File: src/rtl/unet_host_sequencer.sv
// Host sequencer for the U-Net accelerator: weight load, input stream,
// calc wait and result drain into the result SRAM, with wait-state timeout.
module unet_host_sequencer #(
  parameter int N_WEIGHTS = 940,
  parameter int N_INPUT   = 49218,
  parameter int N_OUTPUT  = 65536,
  parameter int AW        = 17,
  parameter int TIMEOUT   = 1 << 20
) (
  input  logic          clk,
  input  logic          rst_n,
  input  logic          start,
  input  logic          load_weights,
  input  logic [2:0]    acc_ctrl,
  output logic          acc_enpulse,
  output logic [31:0]   acc_data_in,
  input  logic [31:0]   acc_data_out,
  output logic [AW-1:0] wmem_addr,
  input  logic [31:0]   wmem_rdata,
  output logic [AW-1:0] imem_addr,
  input  logic [31:0]   imem_rdata,
  output logic          omem_we,
  output logic [AW-1:0] omem_addr,
  output logic [31:0]   omem_wdata,
  output logic          busy,
  output logic          done,
  output logic          err
);

  localparam int TW = $clog2(TIMEOUT + 1);

  localparam logic [AW-1:0] LAST_W = AW'(N_WEIGHTS - 1);
  localparam logic [AW-1:0] LAST_I = AW'(N_INPUT - 1);
  localparam logic [AW-1:0] LAST_O = AW'(N_OUTPUT - 1);
  localparam logic [TW-1:0] T_LAST = TW'(TIMEOUT - 1);

  localparam logic [2:0] C_SW   = 3'd1;
  localparam logic [2:0] C_SD   = 3'd2;
  localparam logic [2:0] C_RDY  = 3'd3;
  localparam logic [2:0] C_SND  = 3'd4;
  localparam logic [2:0] C_IDLE = 3'd5;

  localparam logic [2:0] S_IDLE   = 3'd0;
  localparam logic [2:0] S_REQ_W  = 3'd1;
  localparam logic [2:0] S_SEND_W = 3'd2;
  localparam logic [2:0] S_REQ_D  = 3'd3;
  localparam logic [2:0] S_SEND_D = 3'd4;
  localparam logic [2:0] S_WAIT   = 3'd5;
  localparam logic [2:0] S_RECV   = 3'd6;
  localparam logic [2:0] S_FIN    = 3'd7;

  logic [2:0]    state;
  logic [2:0]    state_nx;
  logic [AW-1:0] cnt;
  logic [AW-1:0] cnt_inc;
  logic [AW-1:0] lim;
  logic [AW-1:0] ptr;
  logic [TW-1:0] timer;
  logic          enp_q;
  logic          enp_nx;
  logic          err_q;
  logic          acc_w;
  logic          acc_d;
  logic          acc_o;
  logic          accept;
  logic          last;
  logic          timed;
  logic          tmo;

  assign acc_w  = (state == S_SEND_W) && (acc_ctrl == C_SW);
  assign acc_d  = (state == S_SEND_D) && (acc_ctrl == C_SD);
  assign acc_o  = (state == S_RECV) && (acc_ctrl == C_SND);
  assign accept = acc_w | acc_d | acc_o;

  always_comb begin
    lim = '0;
    unique case (state)
      S_SEND_W: lim = LAST_W;
      S_SEND_D: lim = LAST_I;
      S_RECV:   lim = LAST_O;
      default:  lim = '0;
    endcase
  end

  assign last    = (cnt == lim);
  assign cnt_inc = last ? '0 : cnt + AW'(1);
  // Prefetch: on an accept the SRAM already fetches the next word
  assign ptr     = accept ? cnt_inc : cnt;

  always_comb begin
    state_nx = state;
    enp_nx   = 1'b0;
    unique case (state)
      S_IDLE: begin
        if (start) state_nx = load_weights ? S_REQ_W : S_REQ_D;
      end
      S_REQ_W: begin
        if (acc_ctrl == C_IDLE) begin
          state_nx = S_SEND_W;
          enp_nx   = 1'b1;
        end
      end
      S_SEND_W: begin
        if (acc_w && last) state_nx = S_REQ_D;
      end
      S_REQ_D: begin
        if (acc_ctrl == C_IDLE) begin
          state_nx = S_SEND_D;
          enp_nx   = 1'b1;
        end
      end
      S_SEND_D: begin
        if (acc_d && last) state_nx = S_WAIT;
      end
      S_WAIT: begin
        if (acc_ctrl == C_RDY) begin
          state_nx = S_RECV;
          enp_nx   = 1'b1;
        end
      end
      S_RECV: begin
        if (acc_o && last) state_nx = S_FIN;
      end
      default: state_nx = S_IDLE;
    endcase
  end

  assign timed = (state != S_IDLE) && (state != S_FIN);
  assign tmo   = timed && (state_nx == state) && !accept &&
                 (timer == T_LAST);

  always_ff @(posedge clk or negedge rst_n) begin
    if (!rst_n) begin
      state <= S_IDLE;
      cnt   <= '0;
      timer <= '0;
      enp_q <= 1'b0;
      err_q <= 1'b0;
    end else begin
      enp_q <= enp_nx;
      if (tmo) begin
        state <= S_IDLE;
        err_q <= 1'b1;
        cnt   <= '0;
        timer <= '0;
      end else begin
        state <= state_nx;
        if (state == S_IDLE && start) err_q <= 1'b0;
        if (state_nx != state || accept) timer <= '0;
        else if (timed) timer <= timer + TW'(1);
        if (state == S_IDLE) cnt <= '0;
        else if (accept) cnt <= cnt_inc;
      end
    end
  end

  assign acc_enpulse = enp_q;
  assign acc_data_in = (state == S_SEND_W) ? wmem_rdata :
                       (state == S_SEND_D) ? imem_rdata : '0;
  assign wmem_addr   = (state == S_SEND_W) ? ptr : '0;
  assign imem_addr   = (state == S_SEND_D) ? ptr : '0;
  assign omem_we     = acc_o;
  assign omem_addr   = acc_o ? cnt : '0;
  assign omem_wdata  = acc_o ? acc_data_out : '0;
  assign busy        = timed;
  assign done        = (state == S_FIN);
  assign err         = err_q;

endmodule

File: config.mk
export PLATFORM = sky130hd
export DESIGN_NAME = unet_host_sequencer
export DESIGN_NICKNAME = d
export VERILOG_FILES = /design/src/rtl/unet_host_sequencer.sv
export SDC_FILE = /design/constraint.sdc
export NUM_CORES = 1
export LEC_CHECK = 0
export ABC_AREA = 1
export BUFFER_PORTS_ARGS = -buffer_cell sky130_fd_sc_hd__buf_2
export CAP_MARGIN = 10
export CELL_PAD_IN_SITES_DETAIL_PLACEMENT = 1
export CELL_PAD_IN_SITES_GLOBAL_PLACEMENT = 1
export CORE_MARGIN = 5
export CORE_UTILIZATION = 29
export CTS_CLUSTER_SIZE = 10
export DETAILED_ROUTE_END_ITERATION = 6
export PLACE_DENSITY = 0.8
export SETUP_SLACK_MARGIN = 0.3
export SLEW_MARGIN = 25
export SYNTH_ARGS = -nofsm -noshare
export SYNTH_HDL_FRONTEND = slang
export SYNTH_SLANG_ARGS = --single-unit
File: constraint.sdc
create_clock -name clk -period 2.3 [get_ports clk]
set_clock_uncertainty 0.05 [all_clocks]
set_input_delay 0.23 -clock clk [delete_from_list [all_inputs] [get_ports clk]]
set_output_delay 0.23 -clock clk [all_outputs]
set_load 0.05 [all_outputs]
== Word level (Yosys, flattened, before mapping) ==
Cells that the tools add are included.
W data, S select, Z words.

* Bits in registers: 43
* Latch bits: 0
* Bits in writable memories: 0
* Bits in read-only memories: 0
* Memories kept: 0

* Add/subtract/negate cells: 2
* Multipliers: 0
* Div/mod/pow operators: 0
* Order comparisons: 0
* Equality and inequality tests: 17
* Shift operators: 0
* Muxes and demuxes: 29
* Bitwise operators: 2
* Reductions and logical operators: 18

{| class="wikitable"
|+ Operator list
! kind !! count
|-
| $mux W17 || 7
|-
| $mux W32 || 3
|-
| $mux W21 || 3
|-
| $pmux W16 S3 || 1
|-
| $mux W3 || 8
|-
| $add A21 B1 Y21 const B || 1
|-
| $eq A21 B20 Y1 const B || 1
|-
| $pmux W3 S7 || 1
|-
| $eq A3 B3 Y1 const B || 6
|-
| $add A17 B1 Y17 const B || 1
|-
| $eq A17 B17 Y1 || 1
|-
| $eq A3 B2 Y1 const B || 4
|-
| $logic_and A1 B1 Y1 || 11
|-
| $eq A3 B1 Y1 const B || 2
|-
| $reduce_bool A3 Y1 || 2
|-
| $mux W1 || 4
|-
| $eq A3 B3 Y1 || 1
|-
| $logic_not A3 Y1 || 1
|-
| $ne A3 B3 Y1 || 1
|-
| $ne A3 B3 Y1 const B || 1
|-
| $mux W2 || 1
|-
| $or A1 B1 Y1 || 2
|-
| $pmux W1 S2 || 1
|-
| $reduce_bool A2 Y1 || 1
|-
| other kinds (3) || 3
|}

== Logic depth before layout (Yosys ltp) ==
Gate-level depths: netlist (run 1).

* Depth after elaboration: 11
* Gate-level depth with buffers: 15

== Least setup slack after synthesis (run 1) ==
Ideal clock, no wire load.

* Path type: reg2reg
* Start: register state[2]
* End: register timer[9]
* Library setup time: 0.122 ns
* Arrival: 2.342 ns
* Data required time: 2.128 ns
* Slack: -0.214 ns
* Cell stages (with the launch flop): 8
* Clock period less this slack: 2.514 ns
* Cell sequence: dfrtp_1 > buf_2 > inv_2 > nor2_1 > nor2_1 > nand4_1 > buf_4 > o21ai_2

{| class="wikitable"
|+ RTL lines
! what !! RTL line !! source
|-
| from (decl) || 52 || <nowiki>logic [2:0] state;</nowiki>
|-
| from (signal assigned) || 147 || <nowiki>state <= state_nx;</nowiki>
|-
| $ne A3 B3 Y1 / $reduce_bool A3 Y1 (equally long branches) || 128 || <nowiki>assign timed = (state != S_IDLE) && (state != S_FIN);</nowiki>
|-
| $logic_and A1 B1 Y1 (*) || 128 ||
|-
| net busy || 25 || <nowiki>output logic busy,</nowiki>
|-
| $logic_and A1 B1 Y1 (3 in series) || 129 || <nowiki>assign tmo = timed && (state_nx == state) && !accept &&</nowiki>
|-
| $reduce_bool A3 Y1 (no line) / $mux W21 (equally long branches) || - ||
|-
| to (signal assigned) || 150 || <nowiki>else if (timed) timer <= timer + TW'(1);</nowiki>
|-
| to (decl) || 58 || <nowiki>logic [TW-1:0] timer;</nowiki>
|}

Mark *: on every way through the listed nets, which the timed path passes. The rest lies on a longest branch.
A chain may end at the register's enable or synchronous reset.

== Final worst setup path (run 1) ==
* Start: register cnt[2]
* End: output port imem_addr[8]

* Longest elaborated chain between the ends: 4

{| class="wikitable"
|+ Ends and longest elaborated chain
! what !! RTL line !! source
|-
| from (decl) || 54 || <nowiki>logic [AW-1:0] cnt;</nowiki>
|-
| from (signal assigned) || 152 || <nowiki>else if (accept) cnt <= cnt_inc;</nowiki>
|-
| $add A17 B1 Y17 / $eq A17 B17 Y1 (equally long branches) || 86, 85 ||
|-
| $mux W17 (*) || 86 || <nowiki>assign cnt_inc = last ? '0 : cnt + AW'(1);</nowiki>
|-
| $mux W17 (*) || - ||
|-
| $mux W17 (*) || 161 || <nowiki>assign imem_addr = (state == S_SEND_D) ? ptr : '0;</nowiki>
|-
| to (decl) || 20 || <nowiki>output logic [AW-1:0] imem_addr,</nowiki>
|}

Mark *: on every way between the ends. The rest lies on a longest branch, timed or not.

==> key figures, run 1 <==
Status
  – Status: finished, violations left
  – Violations in the final reports: setup timing

Timing
  – Min Tclk post-route: 2.949 ns
  – Final hold violation count: 0
  – Slew @ Worst Pin: 0.8132 ns
  – PnR worst setup slack: -0.6491 ns
  – Final cycle utilization of the critical path: 128.2%
  – Worst relative slew slack: 45.37%
  – Final Setup Violations: 125
  – RSZ-0062 raised after global routing: true
  – Slew Viols, Final: 0
  – Worst hold margin: 0.4201 ns
  – Highest Clock Rate: 339.1 MHz

Die
  – IO Count: 223
  – # rows: 42
  – Initial core utilization: 29.77%
  – Die X-Extent: 126.8 um
  – Die Ht: 126.8 um
  – Core Box Area: 0.01330 mm2
  – Die area: 0.01608 mm2

Global route
  – Vias in the first global route: 6700
  – GRT Total Usage: 33.12%
  – Largest net degree at the start of global routing: 33
  – Antenna violations before repair: 4
  – First-pass GRT wire length: 41230 um
  – Total grt overflow: 0

Finish
  – Nets: 1063
  – Area growth syn-to-layout: 116.6%
  – Share of layout cells above drive strength 1: 60.90%
  – Most frequent cells in the layout: buf_6, buf_2, nand2_1
  – Most common cell after layout, fill and taps aside: buf_6
  – Non-filler instance count after layout: 1138

Placed design
  – Post-DP HPWL: 14050 um
  – Setup Slack @ Placement: -0.04310 ns
  – PortBufs: 222
  – Dpl cells: 1057
  – Gpl congestion: 0.8395

Hold path
  – Worst hold path type: primary input to flip-flop
  – Worst hold path depth: 4

CTS
  – H-tree depth: 2
  – CTS tree: yes
  – Reg clk slew, reported paths: 0.09 ns
  – Clock buffer depth: 2
  – Clk_lat worst skew: 0.33 ns
  – CTS sink cnt: 43
  – Inserted Clock Buffers: 5
  – CTS root buf: clkbuf_16

Logic synthesis
  – Fraction of registers with async set/reset: 100.0%
  – Avg Cell Area, Syn: 6.174 um2
  – Syn_nets: 746
  – Post-Syn Area: 0.003958 mm2
  – Top FF cell, synth: dfrtp_1
  – Synthesis Warnings: 0
  – Seq/Total Area, Yosys: 27.19%
  – Synthesized netlist cell count: 641
  – EDFF count, synth: 0
  – Synth cell types: 34
  – Synthesized flop and latch total: 43

Drt
  – Wirelength per Cell: 32.63 um
  – Final wirelength: 37130 um
  – Post-DRT Antenna Nets: 0
  – DR vias: 7051
  – Initial DRC count: 828
  – DR pass1 iterations: 6
  – DRC errors left: 0
  – Vias/cell: 6.196

Critical path
  – Crit. End Element: output pin
  – CP required: 2.02 ns
  – Critical Path Fanout Max: 7
  – Critical path type: flip-flop to output pin
  – Reg2reg path depth: 18
  – Arr. time, crit path: 2.67 ns
  – FF-to-FF setup slack: -0.49 ns
  – Critical Path Start Type: flip-flop

Pwr
  – Pwr Total: 9.927 mW
  – Pwr dens: 1158 mW/mm2
  – Static Leak: 4.078 nW
  – Worst vdd ir: 0.7321 mV

Flow run
  – Max-cap violations: 0
-- sequential cells by signal, indices dropped and copies added (netlist names) --
signal,count
acc_enpulse,1
err,1
state,3
timer,21
cnt,17
-- cell families after synthesis --
logic type                 Yosys count  share of synthesized area (%)
and+or+nand+nor                    375                          41.51
buffers and inverters              132                          13.09
AOI/OAI and AO/OA                   68                          12.93
DFF                                 43                          27.19
xor gates and xnor gates            21                          4.647
adders and majority gates            2                         0.6322
-- per-layer routing --
layer	wire length [um]	GRT usage (%)	up-vias
met2	17520	60.37	693
met3	3662	7.062	302
met1	11890	36.14	3371
li1	-	-	2685
met4	4063	16.40	0
met5	0	0	-
-- worst max-delay path: stages (launching register included) --
cell and delay (ns):
dfrtp_2 0.52, nor2_1 0.29, nand2_1 0.17, o21ai_1 0.26, nand2_2 0.17, inv_2 0.14, nand4_1 0.12, buf_6 0.17
nand3b_1 0.13, buf_6 0.15, nor2_4 0.05, buf_8 0.17
-- power by group --
part | switching [mW] | internal, mW
clock network | 0.392 | 0.516
registers | 0.285 | 0.894
logic | 4.96 | 2.88
total | 5.64 | 4.29
-- cell usage after synthesis (2+ instances only) --
library cell  count  area, um2
and3_1            2      12.51
inv_2            18      67.56
nand4_1          24      150.1
ha_1              2      25.02
xor2_1           17      148.9
nand2_4           2      22.52
o21ai_1           7      35.03
nand3_1          32      160.2
dfrtp_1          43       1076
buf_1             6      22.52
o21ai_2          10      87.58
xnor2_1           4      35.03
a21oi_1           5      25.02
o21ai_0          11      55.05
nand3b_1          4      30.03
buf_4             2      15.01
nor3_1           13      65.06
clkinv_1          2      7.510
nand2_1         133      499.2
nor4_1            2      12.51
nor2_1          148      555.5
nor2_4            4      45.04
buf_2             6      30.03
inv_1            87      326.6
nand2_2           7      43.79
clkbuf_1         10      37.54
a22o_1           32      280.3
a31oi_1           2      12.51
-- area by class of cell --
cell class	count	area (um2)
fill	1568	4723
clock inverter	2	37.54
antenna	3	7.507
clock buffer	6	128.9
timing repair buffer	332	3208
sequential	43	1091
multi-input combinational	469	3452
tap	176	220.2
inverter	107	426.7
-- what timing repair did --
| item | 4_1_cts | 5_1_grt |
|---|---|---|
| hold buffers | 1 | 0 |
| buffers inserted | 34 | 22 |
| gates cloned | 13 | 0 |
| pin swaps | 48 | 40 |
| endpoints found under the setup margin | 159 | 159 |
| hold endpoints to repair | 23 | 0 |
| gates resized for setup | 426 | 91 |
-- path summary, 6_finish.rpt --
path                          start           end
setup / recovery             cnt[2]  imem_addr[8]
hold / removal                start           err
setup reg to reg           state[1]       cnt[14]
hold reg to reg            timer[0]      timer[0]
max in group asynchronous     rst_n        cnt[7]
min in group asynchronous     rst_n     timer[19]
-- stage by stage --
step	cell area, um2	setup TNS (ns)	utilization, %
6_report	8572	-34.32	64.47
5_1_grt	8572	-36.00	64.47
4_1_cts	8075	-2.580	60.74
3_5_place_dp	5856	-0.09964	44.04
3_3_place_gp	5856	-0.07582	44.04
2_1_floorplan	4305	0	-
No activity file was read; power rests on OpenSTA's default activity.
==> inputs of run 2 (changes only) <==
--- a/config.mk
+++ b/config.mk
@@ -10,6 +10,7 @@
 export CAP_MARGIN = 10
 export CELL_PAD_IN_SITES_DETAIL_PLACEMENT = 1
 export CELL_PAD_IN_SITES_GLOBAL_PLACEMENT = 1
+export CORE_ASPECT_RATIO = 0.9
 export CORE_MARGIN = 5
 export CORE_UTILIZATION = 29
 export CTS_CLUSTER_SIZE = 10
==> key figures, run 2 (synthesis gave the netlist of run 1 again) <==
CTS
  – Inserted Clock Buffers: 5 (unchanged)
  – CTS root buf: clkbuf_16
  – CTS tree: yes
  – CTS sink cnt: 43 (unchanged)
  – Reg clk slew, reported paths: 0.08 ns (about the same)
  – Clock buffer depth: 2 (unchanged)
  – H-tree depth: 2 (unchanged)
  – Clk_lat worst skew: 0.32 ns (about the same)

Timing
  – Min Tclk post-route: 2.870 ns (-0.07904 ns)
  – Final Setup Violations: 108 (-14%)
  – Slew @ Worst Pin: 0.6463 ns (-0.1669 ns)
  – RSZ-0062 raised after global routing: true
  – Worst relative slew slack: 56.91% (+12 points)
  – Final hold violation count: 0 (unchanged)
  – Highest Clock Rate: 348.4 MHz (+2.8%)
  – Slew Viols, Final: 0 (unchanged)
  – PnR worst setup slack: -0.5701 ns (+0.07904 ns)
  – Final cycle utilization of the critical path: 124.8% (-3.4 points)
  – Worst hold margin: 0.3135 ns (-0.1066 ns)

Pwr
  – Worst vdd ir: 0.5138 mV (-30%)
  – Comb power frac: 78.0% (-1.0 points)
  – Sw Pwr: 5.434 mW (-3.7%)
  – Pwr Total: 9.623 mW (-3.1%)
  – P_int: 4.189 mW (-2.2%)
  – Pwr dens: 1120 mW/mm2 (-3.3%)
  – Net Sw Frac: 56.47% (-0.37 points)
  – Sequential share of power: 12.3% (+0.4 points)
  – Static Leak: 4.019 nW (-1.5%)
  – Clock network power share: 9.7% (+0.6 points)

Drt
  – DR vias: 6603 (-6.4%)
  – DRC errors left: 0 (unchanged)
  – DR pass1 iterations: 6 (unchanged)
  – Final wirelength: 32860 um (-11%)
  – Initial DRC count: 715 (-14%)
  – Vias/cell: 5.849 (-5.6%)
  – Wirelength per Cell: 29.11 um (-11%)
  – Post-DRT Antenna Nets: 0 (unchanged)

Global route
  – Largest net degree at the start of global routing: 51 (+55%)
  – First-pass GRT wire length: 34900 um (-15%)
  – Antenna violations before repair: 3 (-1)
  – GRT Total Usage: 27.40% (-5.7 points)
  – Total grt overflow: 0 (unchanged)
  – Vias in the first global route: 6119 (-8.7%)

Placed design
  – PortBufs: 222 (unchanged)
  – Gpl congestion: 0.8470 (+0.89%)
  – Post-DP HPWL: 13990 um (-0.42%)
  – Dpl cells: 1050 (-0.66%)

Die
  – Die area: 0.01609 mm2 (about the same)
  – Die X-Extent: 133.1 um (+5.0%)
  – IO Count: 223 (unchanged)
  – # rows: 40 (-4.8%)
  – Die Ht: 120.8 um (-4.7%)
  – Initial core utilization: 29.62% (-0.15 points)
  – Core Box Area: 0.01336 mm2 (+0.51%)

Flow run
  – Max-cap violations: 0 (unchanged)

Hold path
  – Worst hold path type: primary input to flip-flop
  – Hold_sp: start
  – Worst hold path depth: 4 (unchanged)

Finish
  – Filler cells: 1548 (-1.3%)
  – Reg with most FFs: timer
  – Finished Core Util: 64.31% (-0.17 points)
  – Most frequent cells in the layout: buf_6, buf_2, nand2_1
  – Max reg flops: 21 (unchanged)
  – Area growth syn-to-layout: 117.1%
  – Non-filler instance count after layout: 1129 (-0.79%)
  – Most common cell after layout, fill and taps aside: buf_6
  – Nets: 1063 (unchanged)
  – Share of layout cells above drive strength 1: 60.58% (-0.31 points)
  – Biggest regs: timer (21), cnt (17), state (3)

Status
  – Violations in the final reports: setup timing
  – Status: finished, violations left

Critical path
  – Critical Path Start Type: flip-flop
  – Arr. time, crit path: 2.59 ns (-0.08 ns)
  – FF-to-FF setup slack: -0.36 ns (+0.13 ns)
  – Critical path type: flip-flop to output pin
  – Reg2reg path depth: 17 (-1)
  – Crit. End Element: output pin
  – CP required: 2.02 ns (about the same)
  – Critical Path Fanout Max: 7 (unchanged)
  – Critical Path Start: state[1]
  – Worst R2R Start: state[1]
==> run 2: changes by cell type in the layout (fill, tap and decap cells not counted), moves of 5 or more <==
cell       previous run  this run
buf_16               10         3
buf_8                26        32
clkbuf_16             5        10
inv_1                82        74
inv_2                18        27
nor2_1               51        56
nor2_2               50        20
nor2_4               54        79
==> run 2: repair_timing <==
action | CTS | global route
resized for setup | 251 | 285
endpoints found under the setup margin | 159 | 159
gates cloned | 6 | 8
endpoints found under the hold margin | 21 | 0
hold buffers | 1 | 0
buffers inserted | 21 | 33
pin swaps | 27 | 56
==> run 2: final timing paths <==
path                                     end
max in group asynchronous            cnt[11]
worst min register to register           err
worst max-delay path            imem_addr[2]
worst min-delay path                     err
worst max register to register     timer[16]
min in group asynchronous             cnt[1]
==> run 2: power groups by stage <==
| stage | clock (mW) | sequential, mW | combinational [mW] |
|---|---|---|---|
| detailed placement | 0 | 1.11 | 4.51 |
| floorplan | 0 | 1.03 | 3.25 |
| finish | 0.932 | 1.19 | 7.50 |
| CTS | 0.865 | 1.09 | 5.88 |
| global route | 0.960 | 1.18 | 7.65 |
| global placement | 0 | 1.10 | 4.44 |
==> run 2: through the flow <==
step | TNS (ns) | setup slack (ns) | instance area [um2]
finish | -30.17 | -0.5701 | 8593
global route | -30.84 | -0.5766 | 8593
CTS | -2.328 | -0.1508 | 7147
detailed placement | -0.1348 | -0.02772 | 5866
global placement | 0 | 0.03561 | 5866
floorplan | 0 | 0.1848 | 4305
==> run 2: worst max-delay path, stage by stage (launching register included) <==
cell and delay (ns):
dfrtp_2 0.57, nand2_4 0.17, nor2_4 0.18, nand2_2 0.11, nand3_4 0.19, buf_6 0.12
buf_6 0.10, a21oi_2 0.05, nand3b_1 0.37, nor2_4 0.22, buf_6 0.17
==> run 2: final cells by class <==
cell class | count | area [um2] | share of cell area, %
Clock buffer | 6 | 138.9 | 1.616
Sequential cell | 43 | 1086 | 12.64
Clock inverter | 2 | 35.03 | 0.4077
Timing Repair Buffer | 332 | 3181 | 37.01
Multi-Input combinational cell | 469 | 3520 | 40.96
Inverter | 107 | 417.9 | 4.863
Tap cell | 168 | 210.2 | 2.446
Antenna cell | 2 | 5.005 | 0.05824
==> run 2: metal layers <==
metal	track usage, %	part of all wire, %	routed length [um]	up-vias
li1	-	-	-	2670
met1	32.22	35	11400	3235
met2	49.56	50	16460	511
met3	5.657	8.0	2637	187
met4	9.383	7.2	2357	0
met5	0	0	0	-
